`config.mk`:
```
export PLATFORM = sky130hd
export DESIGN_NAME = mesh_router_p
export DESIGN_NICKNAME = d
export VERILOG_FILES = /design/src/rtl/mesh_router_pkg.sv /design/src/rtl/router_fifo.sv /design/src/rtl/mesh_router_p.sv
export SDC_FILE = /design/constraint.sdc
export NUM_CORES = 1
export LEC_CHECK = 0
export CORE_ASPECT_RATIO = 2
export CORE_MARGIN = 5
export CORE_UTILIZATION = 55
export CTS_CLUSTER_DIAMETER = 120
export DETAILED_ROUTE_END_ITERATION = 8
export DONT_BUFFER_PORTS = 1
export PLACE_DENSITY_LB_ADDON = 0.3
export SLEW_MARGIN = 15
export SYNTH_ARGS = -nofsm -noshare
export SYNTH_HDL_FRONTEND = slang
export SYNTH_SLANG_ARGS = --single-unit
```
`constraint.sdc`:
```
create_clock -name clk -period 3.2 [get_ports clk]
set_input_delay 0.32 -clock clk [delete_from_list [all_inputs] [get_ports clk]]
set_output_delay 0.32 -clock clk [all_outputs]
set_load 0.03 [all_outputs]
```
`src/rtl/mesh_router_pkg.sv`:
```
// Shared definitions for the five-port XY mesh router: port numbering and
// the dimension-ordered route computation applied to each FIFO head.
package mesh_router_pkg;

    localparam int NUM_PORTS = 5;

    typedef logic [2:0] port_t;

    localparam port_t P_LOCAL = 3'd0;
    localparam port_t P_EAST  = 3'd1;
    localparam port_t P_WEST  = 3'd2;
    localparam port_t P_NORTH = 3'd3;
    localparam port_t P_SOUTH = 3'd4;

    // XY routing: resolve X first, then Y, otherwise deliver to the local core.
    function automatic port_t route_xy(input int unsigned dest_x,
                                       input int unsigned dest_y,
                                       input int unsigned my_x,
                                       input int unsigned my_y);
        if (dest_x > my_x)      return P_EAST;
        else if (dest_x < my_x) return P_WEST;
        else if (dest_y > my_y) return P_NORTH;
        else if (dest_y < my_y) return P_SOUTH;
        else                    return P_LOCAL;
    endfunction

endpackage

```
`src/rtl/router_fifo.sv`:
```
// Per-input flit FIFO. Pointers carry one extra wrap bit so full and empty
// are distinguished without a separate counter. Push into a full FIFO is
// refused even if a pop happens on the same edge; the head is registered
// storage only, so a flit pushed into an empty FIFO is visible next cycle.
module router_fifo #(
    parameter int DATA_W     = 16,
    parameter int FIFO_DEPTH = 4
) (
    input  logic              clk,
    input  logic              rst,
    input  logic              push,
    input  logic [DATA_W-1:0] push_data,
    input  logic              pop,
    output logic              full,
    output logic              empty,
    output logic [DATA_W-1:0] head
);

    localparam int AW = $clog2(FIFO_DEPTH);

    logic [DATA_W-1:0] mem [FIFO_DEPTH];
    logic [AW:0]       wr_ptr;
    logic [AW:0]       rd_ptr;
    logic              do_push;
    logic              do_pop;

    assign empty   = (wr_ptr == rd_ptr);
    assign full    = (wr_ptr[AW] != rd_ptr[AW]) && (wr_ptr[AW-1:0] == rd_ptr[AW-1:0]);
    assign head    = mem[rd_ptr[AW-1:0]];
    assign do_push = push && !full;
    assign do_pop  = pop && !empty;

    // Advance read/write pointers; reset empties the FIFO.
    always_ff @(posedge clk or posedge rst) begin
        // NOTE: non-blocking assignments in clocked blocks so every register
        // samples pre-edge values regardless of statement order.
        if (rst) begin
            wr_ptr <= '0;
            rd_ptr <= '0;
        end else begin
            if (do_push) wr_ptr <= wr_ptr + 1'b1;
            if (do_pop)  rd_ptr <= rd_ptr + 1'b1;
        end
    end

    // Write flit storage.
    always_ff @(posedge clk) begin
        // NOTE: storage is deliberately not reset; the pointers alone decide
        // which entries are valid, and this lets the array map to plain RAM.
        if (do_push) mem[wr_ptr[AW-1:0]] <= push_data;
    end

endmodule

```
`src/rtl/mesh_router_p.sv`:
```
// Five-port 2D-mesh router tile: input FIFOs, XY route compute, per-output
// arbitration and a registered crossbar with valid/ready on every port.
// Build option: define ROUTER_RR_EN for round-robin arbitration per output;
// without it the lowest-numbered requesting input always wins.
module mesh_router_p
    import mesh_router_pkg::*;
#(
    parameter int          DATA_W     = 16,
    parameter int          X_W        = 2,
    parameter int          Y_W        = 2,
    parameter int          FIFO_DEPTH = 4,
    parameter int unsigned MY_X       = 0,
    parameter int unsigned MY_Y       = 0
) (
    input  logic                        clk,
    input  logic                        rst,
    input  logic [NUM_PORTS*DATA_W-1:0] in_data,
    input  logic [NUM_PORTS-1:0]        in_valid,
    output logic [NUM_PORTS-1:0]        in_ready,
    output logic [NUM_PORTS*DATA_W-1:0] out_data,
    output logic [NUM_PORTS-1:0]        out_valid,
    input  logic [NUM_PORTS-1:0]        out_ready
);

    logic [DATA_W-1:0]    head    [NUM_PORTS];
    port_t                route   [NUM_PORTS];
    logic [NUM_PORTS-1:0] req     [NUM_PORTS];  // req[output][input]
    port_t                gnt_idx [NUM_PORTS];
    logic [DATA_W-1:0]    out_reg [NUM_PORTS];
    logic [NUM_PORTS-1:0] full;
    logic [NUM_PORTS-1:0] empty;
    logic [NUM_PORTS-1:0] pop;
    logic [NUM_PORTS-1:0] free;
    logic [NUM_PORTS-1:0] gnt_any;
    logic [NUM_PORTS-1:0] out_vld;
`ifdef ROUTER_RR_EN
    port_t                rr_ptr  [NUM_PORTS];
`endif

    for (genvar p = 0; p < NUM_PORTS; p++) begin : g_port
        router_fifo #(
            .DATA_W     (DATA_W),
            .FIFO_DEPTH (FIFO_DEPTH)
        ) u_fifo (
            .clk       (clk),
            .rst       (rst),
            .push      (in_valid[p]),
            .push_data (in_data[p*DATA_W +: DATA_W]),
            .pop       (pop[p]),
            .full      (full[p]),
            .empty     (empty[p]),
            .head      (head[p])
        );

        assign route[p] = route_xy(32'(head[p][DATA_W-1 -: X_W]),
                                   32'(head[p][DATA_W-X_W-1 -: Y_W]),
                                   MY_X, MY_Y);
        assign out_data[p*DATA_W +: DATA_W] = out_reg[p];
    end

    assign in_ready  = ~full;
    assign free      = ~out_vld | out_ready;
    assign out_valid = out_vld;

    // Each non-empty FIFO head requests exactly the output its route selects.
    always_comb begin
        // NOTE: every comb output gets a default before any conditional write,
        // otherwise untouched bits would hold their value and infer latches.
        for (int o = 0; o < NUM_PORTS; o++) req[o] = '0;
        for (int p = 0; p < NUM_PORTS; p++) begin
            if (!empty[p]) req[route[p]][p] = 1'b1;
        end
    end

    // Per-output arbiter: first requester found from the search start wins.
    always_comb begin
        int idx;
        idx = 0;
        for (int o = 0; o < NUM_PORTS; o++) begin
            gnt_any[o] = 1'b0;
            gnt_idx[o] = P_LOCAL;
            if (free[o]) begin
                for (int k = 0; k < NUM_PORTS; k++) begin
`ifdef ROUTER_RR_EN
                    idx = (int'(rr_ptr[o]) + k) % NUM_PORTS;
`else
                    idx = k;
`endif
                    if (!gnt_any[o] && req[o][idx]) begin
                        gnt_any[o] = 1'b1;
                        gnt_idx[o] = port_t'(idx);
                    end
                end
            end
        end
    end

    // Pop every input that won an output; an input routes to one output only.
    always_comb begin
        pop = '0;
        for (int o = 0; o < NUM_PORTS; o++) begin
            if (gnt_any[o]) pop[gnt_idx[o]] = 1'b1;
        end
    end

    // Output registers: load the granted head when free, else drop valid once consumed.
    always_ff @(posedge clk or posedge rst) begin
        if (rst) begin
            out_vld <= '0;
            for (int o = 0; o < NUM_PORTS; o++) out_reg[o] <= '0;
        end else begin
            for (int o = 0; o < NUM_PORTS; o++) begin
                if (free[o]) begin
                    out_vld[o] <= gnt_any[o];
                    if (gnt_any[o]) out_reg[o] <= head[gnt_idx[o]];
                end
            end
        end
    end

`ifdef ROUTER_RR_EN
    // Round-robin pointers move to one past the input just served.
    always_ff @(posedge clk or posedge rst) begin
        if (rst) begin
            for (int o = 0; o < NUM_PORTS; o++) rr_ptr[o] <= P_LOCAL;
        end else begin
            for (int o = 0; o < NUM_PORTS; o++) begin
                if (free[o] && gnt_any[o]) begin
                    rr_ptr[o] <= (gnt_idx[o] == P_SOUTH) ? P_LOCAL : gnt_idx[o] + 3'd1;
                end
            end
        end
    end
`endif

endmodule
```
==> flow_summary.toml <==
[routing]
dr.pass1.iters = 6
finalWirelength_um = 43190
routedWlPerCell_um = 26.26
drtIter0Drc = 880
routed_via_density = 6.050
vias = 9952
ant_nets = 0
drc = 0

[power]
switching_share = 0.3859
p_per_area_mw_per_mm2 = 1164
p_sw_mw = 9.382
power_frac_clock = 0.195
irDropWorstVdd_mv = 0.7716
p_int_mw = 14.93
p_leak_nw = 7.510
pwr-share-comb = 0.443
seqPwrFrac = 0.362

[floorplan]
num_rows = 93
fp.dieW_um = 137.3
fp.dieH_um = 264.5
ios = 182
core_area_mm2 = 0.03212
dieArea_mm2 = 0.03631
start_util = 0.5547

[logic_synthesis]
synth_cell_types = 68
synthesis.area_mm2 = 0.01781
netlist_instances = 1045
synth_top_area_frac = 0.5394
synth-edff-count = 320
ys_warn_count = 0
synth-async-reset-ratio = 0.2344
seq_area_frac_synth = 0.6771
synth-seq-cells = 418
synth_area_leaders = "edfxtp_1 (54%), dfrtp_1 (14%), mux4_2 (10%), mux2_2 (2.3%), ha_1 (1.8%)"
synth_largest_area_cell = "edfxtp_1"
yosys_most_used_dff = "edfxtp_1"
synth_area_per_cell_um2 = 17.05

[place]
dpl_cell_area_mm2 = 0.01867
io_buffers = 0
pre_cts_slack_ns = -0.2145
routabilityCongestion = 0.9166
dp_hpwl_um = 31870

[setup_path]
path_class = "reg -> reg"
cp-start-kind = "flop"
critical_path.max_fanout = 5
endpoint_kind = "flop"
required_ns = 3.62
critPathArrivalTime_ns = 3.55

[sta]
setup_viol = 0
setup_ws_ns = 0.07069
period_needed_ns = 3.129
worst_pin_slew_ns = 0.9080
timing.fmax_ghz = 0.3196
hold_viol_final = 0
rsz0062_at_grt = "false"
fin_tns_setup_ns = 0
min_period_over_period = 0.9779
skew_ns = 0.01670
final-max-slew-violation-count = 0
relSlewSlack = 0.3947

[global_routing]
grt_pass1_wl_um = 64340
globalRouteOverflowTotal = 0
antenna_found_initial = 1
grt_usage = 0.2405
first_global_vias = 10320
grt_max_degree = 58

[clocking]
cts_tree = "done"
clk_pin_slew_ns = 0.07
clk_latency_ns = 0.54
clk_path_buf_depth = 3
clock-sinks = 418
cts_buffers = 36
htreeDepth = 2
cts_root_buf = "clkbuf_16"

[cells_and_area]
drive_gt1_frac = 0.2381
fin_util = 0.6505
antenna_cells = 0
nNetsFinal = 1309
finalInstanceArea_mm2 = 0.02089
area_growth_pct = 17.27

[run_status]
run_status = "finished clean"

[job]
drv_cap = 0

[worst_hold_path]
hp-class = "in -> reg"
## metrics by stage
step	power [mW]	instances	hold WS, ns
2_1_floorplan	15.44	1061	0.3856
3_3_place_gp	19.11	1491	0.3580
3_5_place_dp	19.28	1491	0.3799
4_1_cts	24.19	1637	0.02399
5_1_grt	25.46	1645	0.03968
6_report	24.31	1645	0.03961
## layout by cell type (no fill, tap or decap), types with 17 or more instances in the layout
cell and n:
mux4_2 80, xnor2_1 29, clkbuf_16 38, edfxtp_1 320, ha_1 25, a22oi_1 18
dlygate4sd3_1 82, o21ai_0 19, and3_1 24, a222oi_1 22, nor2_1 37, nand2_1 52
and2_1 17, a21oi_1 25, buf_4 85, mux2_2 37, conb_1 17, xor2_1 18
dfrtp_1 95
## cells in the mapped netlist (all sizes together), types with 6 or more instances
library cell	n
and2	17
dfrtp	98
xor2	18
mux2i	12
a21oi	26
nor2	38
inv	14
edfxtp	320
o21ai	21
and3	24
xnor2	29
clkbuf	42
a222oi	22
a31oi	6
nand2	52
nor2b	6
mux2	44
ha	25
nand2b	9
mux4	80
nand3	9
a22oi	18
buf	36
a32o	7
o22a	11
## routing by layer
metal | global-route usage | part of all wire
met2 | 0.4371 | 0.55
met5 | 0 | 0
met4 | 0.1050 | 0.052
met3 | 0.05393 | 0.060
met1 | 0.2646 | 0.34
## area by class of cell
cell class                      instances  area, um^2
Clock buffer                           46        1001
Clock inverter                         18       296.5
Fill cell                            2181       11230
Inverter                               14       55.05
Multi-Input combinational cell        551        5408
Sequential cell                       418       12070
Tap cell                              427       534.3
Timing Repair Buffer                  171        1530
## worst max-delay path, stage by stage (launching register included)
cell and delay [ns]:
dfrtp_2 0.42, mux4_2 0.58, a311oi_4 0.40, buf_4 0.20, nor2b_1 0.13, buf_4 0.15, nor2_1 0.08, a222oi_1 0.52
buf_4 0.23, mux2_4 0.30
## power groups by stage
stage                     Combinational [mW]  Sequential, mW  Clock (mW)
after floorplan                         6.97            8.48           0
final                                   10.8            8.79        4.74
after CTS                               10.6            8.82        4.82
after global routing                    11.5            8.94        5.04
after global placement                  10.3            8.86           0
after detailed placement                10.4            8.93           0
## state kept, by name (all words and copies together) (netlist names)
register              count
out_valid                 4
out_data                 64
g_port.u_fifo.mem       320
g_port.u_fifo.rd_ptr     15
g_port.u_fifo.wr_ptr     15
## what timing repair did
item,4_1_cts,5_1_grt
gates resized for setup,2,9
hold buffers,82,0
buffers inserted,0,8
endpoints found under the setup margin,9,21
hold endpoints to repair,376,0
pin swaps,1,4
## path summary, 6_finish.rpt
kind                                                 start                          to  slack [ns]  cells past startpoint
min in group asynchronous                              rst                out_data[41]        0.40                      2
worst max-delay path            g_port[1].u_fifo.rd_ptr[0]  g_port[2].u_fifo.rd_ptr[1]        0.07                      9
worst min-delay path                           in_valid[4]  g_port[4].u_fifo.wr_ptr[0]        0.04                      2
max in group asynchronous                              rst  g_port[1].u_fifo.rd_ptr[0]        1.92                      3
worst max register to register  g_port[1].u_fifo.rd_ptr[0]  g_port[2].u_fifo.rd_ptr[1]        0.07                      9
worst min register to register  g_port[4].u_fifo.wr_ptr[2]  g_port[4].u_fifo.wr_ptr[2]        0.49                      1
## kinds of logic (layout without fill, tap and decap cells)
kind of cell / Yosys count / after routing / synth area share
compound gates: 157 / 157 / 0.07256
other cells: 1 / 17 / 0.0002105
mux: 136 / 136 / 0.1357
simple gates: 169 / 169 / 0.04818
flops: 418 / 418 / 0.6771
buf+inv: 92 / 249 / 0.02557
fa+ha+maj: 25 / 25 / 0.01756
xor+xnor: 47 / 47 / 0.02311
No activity file was read; power rests on OpenSTA's default activity.
